<file path="config.mk">
export PLATFORM = sky130hd
export DESIGN_NAME = vga_fb_scan
export DESIGN_NICKNAME = d
export VERILOG_FILES = /design/src/rtl/vga_fb_scan.sv
export SDC_FILE = /design/constraint.sdc
export NUM_CORES = 1
export LEC_CHECK = 0
export CORE_ASPECT_RATIO = 1.1
export CORE_MARGIN = 3
export CORE_UTILIZATION = 45
export DETAILED_ROUTE_END_ITERATION = 10
export PLACE_DENSITY = 0.77
export SYNTH_ARGS = -nofsm -noshare
export SYNTH_HDL_FRONTEND = slang
export SYNTH_SLANG_ARGS = --single-unit
</file>
<file path="constraint.sdc">
create_clock -name clk -period 2.7 [get_ports clk]
set_input_delay 0.675 -clock clk [delete_from_list [all_inputs] [get_ports clk]]
set_output_delay 0.675 -clock clk [all_outputs]
set_load 0.01 [all_outputs]
</file>
<file path="src/rtl/vga_fb_scan.sv">
// Parametrised VGA scan engine and linear framebuffer reader with integer pixel scaling.
// Optional colour-bar generator when VGA_TESTPAT_EN is defined (adds the test_mode input).
module vga_fb_scan #(
  parameter int H_ACTIVE = 640,
  parameter int H_FP     = 16,
  parameter int H_SYNC   = 96,
  parameter int H_BP     = 48,
  parameter int V_ACTIVE = 480,
  parameter int V_FP     = 10,
  parameter int V_SYNC   = 2,
  parameter int V_BP     = 33,
  parameter bit SYNC_POL = 1'b0,
  parameter int SCALE_SH = 0,
  parameter int MEM_LAT  = 2,
  parameter int DATA_W   = 16,
  parameter int ADDR_W   = 19,
  parameter int FB_BASE  = 0
) (
  input  logic              clk,
  input  logic              rstn,
`ifdef VGA_TESTPAT_EN
  input  logic              test_mode,
`endif
  input  logic [DATA_W-1:0] mem_data,
  output logic              mem_en,
  output logic [ADDR_W-1:0] mem_addr,
  output logic              hs,
  output logic              vs,
  output logic              de,
  output logic [11:0]       rgb,
  output logic              frame_start
);

  localparam int H_TOTAL = H_ACTIVE + H_FP + H_SYNC + H_BP;
  localparam int V_TOTAL = V_ACTIVE + V_FP + V_SYNC + V_BP;
  localparam int HW = $clog2(H_TOTAL + 1);
  localparam int VW = $clog2(V_TOTAL + 1);
  localparam logic [HW-1:0] H_ACT  = HW'(H_ACTIVE);
  localparam logic [HW-1:0] H_LAST = HW'(H_TOTAL - 1);
  localparam logic [HW-1:0] HS_BEG = HW'(H_ACTIVE + H_FP);
  localparam logic [HW-1:0] HS_END = HW'(H_ACTIVE + H_FP + H_SYNC);
  localparam logic [VW-1:0] V_ACT  = VW'(V_ACTIVE);
  localparam logic [VW-1:0] V_LAST = VW'(V_TOTAL - 1);
  localparam logic [VW-1:0] VS_BEG = VW'(V_ACTIVE + V_FP);
  localparam logic [VW-1:0] VS_END = VW'(V_ACTIVE + V_FP + V_SYNC);
  localparam logic [ADDR_W-1:0] BASE   = ADDR_W'(FB_BASE);
  localparam logic [ADDR_W-1:0] STRIDE = ADDR_W'(H_ACTIVE >> SCALE_SH);
  localparam logic [2:0] SUB_MAX = 3'((1 << SCALE_SH) - 1);

  generate
    if (SCALE_SH < 0 || SCALE_SH > 3 ||
        (H_ACTIVE % (1 << SCALE_SH)) != 0 || (V_ACTIVE % (1 << SCALE_SH)) != 0) begin : g_bad_scale
      $error("vga_fb_scan: SCALE_SH out of range or active area not divisible by 2**SCALE_SH");
    end
    if (MEM_LAT < 1 || MEM_LAT > 8) begin : g_bad_lat
      $error("vga_fb_scan: MEM_LAT must be within 1..8");
    end
    if (DATA_W < 12) begin : g_bad_width
      $error("vga_fb_scan: DATA_W must be at least 12");
    end else if (DATA_W > 12) begin : g_hi_bits
      logic unused_hi;
      assign unused_hi = ^mem_data[DATA_W-1:12];
    end
  endgenerate

  typedef struct packed {
`ifdef VGA_TESTPAT_EN
    logic       tp;
    logic [2:0] bar;
`endif
    logic       fs;
    logic       de;
    logic       vs;
    logic       hs;
  } pix_t;

  logic [HW-1:0]     hcnt;
  logic [VW-1:0]     vcnt;
  logic [ADDR_W-1:0] line_base;
  logic [ADDR_W-1:0] xoff;
  logic [2:0]        xsub;
  logic [2:0]        ysub;
  logic              h_wrap;
  logic              v_wrap;
  pix_t              req;
  logic              req_en;
  logic [11:0]       pix_rgb;
  pix_t              pipe [MEM_LAT+1];

  assign h_wrap = (hcnt == H_LAST);
  assign v_wrap = (vcnt == V_LAST);

  // Address is built incrementally: xoff steps every 2**SCALE_SH pixels, line_base every 2**SCALE_SH lines.
  always_ff @(posedge clk or negedge rstn) begin
    if (!rstn) begin
      hcnt      <= '0;
      vcnt      <= '0;
      line_base <= BASE;
      xoff      <= '0;
      xsub      <= '0;
      ysub      <= '0;
    end else if (h_wrap) begin
      hcnt <= '0;
      xoff <= '0;
      xsub <= '0;
      if (v_wrap) begin
        vcnt      <= '0;
        line_base <= BASE;
        ysub      <= '0;
      end else begin
        vcnt <= vcnt + 1'b1;
        if (ysub == SUB_MAX) begin
          ysub      <= '0;
          line_base <= line_base + STRIDE;
        end else begin
          ysub <= ysub + 1'b1;
        end
      end
    end else begin
      hcnt <= hcnt + 1'b1;
      if (xsub == SUB_MAX) begin
        xsub <= '0;
        xoff <= xoff + 1'b1;
      end else begin
        xsub <= xsub + 1'b1;
      end
    end
  end

`ifdef VGA_TESTPAT_EN
  localparam logic [HW-1:0] BAR_LAST = HW'(H_ACTIVE / 8 - 1);
  logic          test_mode_q;
  logic          tp_act;
  logic [2:0]    bar_idx;
  logic [HW-1:0] bar_sub;

  function automatic logic [11:0] bar_colour(input logic [2:0] idx);
    case (idx)
      3'd0:    bar_colour = 12'hFFF;
      3'd1:    bar_colour = 12'hFF0;
      3'd2:    bar_colour = 12'h0FF;
      3'd3:    bar_colour = 12'h0F0;
      3'd4:    bar_colour = 12'hF0F;
      3'd5:    bar_colour = 12'hF00;
      3'd6:    bar_colour = 12'h00F;
      default: bar_colour = 12'h000;
    endcase
  endfunction

  // Mode only changes on the last counter position so a whole frame is either pattern or framebuffer.
  always_ff @(posedge clk or negedge rstn) begin
    if (!rstn) begin
      test_mode_q <= 1'b0;
      tp_act      <= 1'b0;
      bar_idx     <= '0;
      bar_sub     <= '0;
    end else begin
      test_mode_q <= test_mode;
      if (h_wrap && v_wrap) tp_act <= test_mode_q;
      if (h_wrap) begin
        bar_idx <= '0;
        bar_sub <= '0;
      end else if (bar_sub == BAR_LAST) begin
        bar_sub <= '0;
        if (bar_idx != 3'd7) bar_idx <= bar_idx + 1'b1;
      end else begin
        bar_sub <= bar_sub + 1'b1;
      end
    end
  end
`endif

  always_comb begin
    req    = '0;
    req.de = (hcnt < H_ACT) && (vcnt < V_ACT);
    req.hs = (hcnt >= HS_BEG) && (hcnt < HS_END);
    req.vs = (vcnt >= VS_BEG) && (vcnt < VS_END);
    req.fs = (hcnt == '0) && (vcnt == '0);
    req_en = req.de;
`ifdef VGA_TESTPAT_EN
    req.tp  = tp_act;
    req.bar = bar_idx;
    req_en  = req.de && !tp_act;
`endif
  end

  // mem_data is captured MEM_LAT edges after the edge that launched the request, i.e. into rgb.
  always_comb begin
    pix_rgb = mem_data[11:0];
`ifdef VGA_TESTPAT_EN
    if (pipe[MEM_LAT-1].tp) pix_rgb = bar_colour(pipe[MEM_LAT-1].bar);
`endif
  end

  always_ff @(posedge clk or negedge rstn) begin
    if (!rstn) begin
      for (int i = 0; i <= MEM_LAT; i++) pipe[i] <= '0;
      mem_en   <= 1'b0;
      mem_addr <= BASE;
      rgb      <= '0;
    end else begin
      pipe[0] <= req;
      for (int i = 1; i <= MEM_LAT; i++) pipe[i] <= pipe[i-1];
      mem_en   <= req_en;
      mem_addr <= line_base + xoff;
      rgb      <= pipe[MEM_LAT-1].de ? pix_rgb : 12'h000;
    end
  end

  assign de          = pipe[MEM_LAT].de;
  assign hs          = pipe[MEM_LAT].hs ^ ~SYNC_POL;
  assign vs          = pipe[MEM_LAT].vs ^ ~SYNC_POL;
  assign frame_start = pipe[MEM_LAT].fs;

endmodule

</file>
==> impl_metrics.json <==
{
  "drc": 0,
  "cpMostUsedCell": "nor2_1",
  "path_delay_family": "simple AND/OR/NAND/NOR gates",
  "cts-root-buf": "clkbuf_8",
  "cpMaxStageDelayCell": "or3_1",
  "cp-start-kind": "register",
  "numCtsBuffers": 9,
  "portBuffers": 49,
  "syn_area_per_cell_sq_um": 10.5,
  "rsz0062_at_grt": "false",
  "fin_crit_sh_pct": 85.3,
  "grt_use_total_pct": 16.9,
  "fin_ws_ns": 0.398,
  "fmax_mhz": 434,
  "hpwl_um": 6700,
  "tns_ns": 0,
  "layout_min_cycle_time_ns": 2.30,
  "crit_chain": "or4_4 -> or3_1 -> nor2_1 -> nor2_1",
  "crit_path_max_fanout": 16,
  "cap_violations": 0,
  "wl_per_cell_um": 14.8,
  "die_width_um": 104,
  "n_antenna_cell": 0,
  "vias": 3501,
  "arrival_ns": 2.55,
  "cts_hold_buf": 0,
  "setup_viol": 0,
  "dr.pass1.iters": 4,
  "io_pins": 54,
  "finalPower_mw": 2.59,
  "slew_headroom_pct": 65.2,
  "dieHeight_um": 114,
  "ys.flop_type": "dfrtp_1",
  "ys_ff_latch": 100,
  "yosysUniqueCellTypes": 50,
  "holdCritPathClass": "input pin to async pin",
  "syn_inst": 449,
  "cp_num_buf_inv": 0,
  "synth_nets": 488,
  "num_rows": 38,
  "drt_wl_total_um": 9470,
  "core_area_sq_um": 10100,
  "hold_viol_final": 0,
  "grt_max_degree": 44,
  "slowest_delay_ns": 0.60,
  "nNetsFinal": 534,
  "initial_core_util_pct": 47.0,
  "postRouteAntennaNets": 0,
  "drt_iter0_drc": 173,
  "clock_path_buffers": 2,
  "ys_warn_count": 0,
  "clk_pin_slew_ns": 0.10,
  "cts_tree": "yes",
  "fin_worst_skew_ns": 0.00782,
  "dp_cells": 624,
  "synth.yosys.seq_area_share_pct": 52.9,
  "synth_edf_count": 0,
  "async_flop_share_pct": 100,
  "slew_violations": 0,
  "antenna_found_initial": 0,
  "required_ns": 2.95,
  "layout-drive-gt1-share_pct": 6.20,
  "dp_slack_ns": 0.417,
  "areaGrowthSynthToFinish_pct": 18.0,
  "gp_congestion": 0.832,
  "synthesis.area_sq_um": 4730,
  "fillers": 871,
  "cts.repair.resized": 0,
  "crit_path_end_kind": "register",
  "worstMarginPinSlew_ns": 0.522,
  "yosysTopAreaCell": "dfrtp_1",
  "h-tree-depth": 3,
  "criticalPathCategory": "register to register",
  "avgViaCountPerCell": 5.47,
  "grt_overflow": 0,
  "status": "finished clean",
  "grt_pass1_vias": 3473,
  "cts_setup_buffers": 0,
  "ys_top_cells_by_area": "dfrtp_1 53%, ha_1 5.6%, xnor2_1 3.5%",
  "postLayoutCellArea_sq_um": 5590,
  "placed_cell_area_sq_um": 5380,
  "clk_latency_ns": 0.37,
  "final_cells": 640,
  "grt_pass1_wl_um": 16200,
  "dieArea_sq_um": 11800,
  "p_leak_nw": 2.45,
  "clkSinkCount": 100,
  "yosysTopAreaCellShare_pct": 52.9,
  "p_per_area_nw_per_um2": 463,
  "vdd_drop_max_v": 0.000237
}
-- through the flow --
| stage | util (%) | hold WS [ns] |
|---|---|---|
| 4_1_cts | 55.4 | 0.237 |
| 5_1_grt | 55.4 | 0.241 |
| 6_report | 55.4 | 0.226 |
| 3_5_place_dp | 53.4 | 0.336 |
| 2_1_floorplan | - | 0.331 |
| 3_3_place_gp | 53.4 | 0.332 |
-- cells in the final DEF, fill, tap and decap left out, types with 11 or more instances in the layout --
cell type / instances
nor4_1: 11
and2_1: 16
nand3_1: 20
xor2_1: 17
nand4_1: 14
xnor2_1: 19
nor2_1: 32
nand2_1: 25
dfrtp_1: 100
clkdlybuf4s50_1: 48
inv_1: 18
ha_1: 21
o21ai_0: 23
a21oi_1: 17
-- flip-flops by register name, summed over array words and instances, names as in the netlist --
| register | count |
|---|---|
| mem_addr | 19 |
| xoff | 19 |
| line_base | 12 |
| rgb | 12 |
| hcnt | 10 |
| pipe | 10 |
| vcnt | 10 |
| xsub | 3 |
| ysub | 3 |
| de | 1 |
| frame_start | 1 |
-- cell families (layout without fill, tap and decap cells) --
| family | after synthesis | after routing | synth area share (%) |
|---|---|---|---|
| buffers and inverters | 39 | 90 | 3.30 |
| muxes | 9 | 9 | 1.90 |
| AOI/OAI and AO/OA | 70 | 70 | 9.17 |
| adders and majority gates | 21 | 21 | 5.55 |
| DFF | 100 | 100 | 52.9 |
| xor gates and xnor gates | 36 | 36 | 6.66 |
| and+or+nand+nor | 174 | 174 | 20.5 |
-- where the power goes --
group          switching, mW  internal (mW)
registers            0.00257           1.51
logic                 0.0404         0.0395
clock network          0.536          0.462
total                  0.579           2.01
-- worst paths after layout --
| path | slack [ns] | from | to | cells after the start |
|---|---|---|---|---|
| worst max-delay path | 0.40 | vcnt[5]$_DFFE_PN0N_ | vcnt[4]$_DFFE_PN0N_ | 4 |
| worst min-delay path | 0.23 | rstn | mem_addr[4]$_DFF_PN0_ | 1 |
| worst max register to register | 0.40 | vcnt[5]$_DFFE_PN0N_ | vcnt[4]$_DFFE_PN0N_ | 4 |
| worst min register to register | 0.36 | pipe[5]$_DFF_PN0_ | pipe[1]$_DFF_PN0_ | 0 |
| max in group asynchronous | 1.79 | rstn | de$_DFF_PN0_ | 2 |
| min in group clk | 0.36 | pipe[5]$_DFF_PN0_ | pipe[1]$_DFF_PN0_ | 0 |
-- per-layer routing --
layer  share of wire, %  global-route usage (%)  wire (um)
met2                 50                    28.2       4770
met4                2.3                    7.45        219
met3                3.7                    4.70        352
met5                  0                       0          0
met1                 44                    20.7       4130
-- Yosys cell counts (all sizes together), types with 2 or more instances --
master,number
nand2,25
a211oi,2
and4,5
clkbuf,17
nand2b,8
and3,7
nor2b,3
or2,3
nor4,11
dfrtp,100
nand3b,2
a22o,2
o21bai,5
o22ai,2
nand4,14
mux2i,9
nor3,6
and4b,3
buf,4
o211ai,4
nand3,20
inv,18
or4,10
nor2,32
a21oi,17
o21ai,23
xor2,17
ha,21
or3,3
and2,16
o31ai,7
xnor2,19
nand4b,2
-- layout make-up --
class / count / area [sq um] / area share (%)
Inverter: 18 / 67.6 / 1.21
Multi-Input combinational cell: 310 / 2080 / 37.2
Clock inverter: 6 / 71.3 / 1.28
Tap cell: 140 / 175 / 3.14
Sequential cell: 100 / 2500 / 44.8
Timing Repair Buffer: 56 / 553 / 9.90
Clock buffer: 10 / 138 / 2.46
Power figures use the tool's default switching activity.
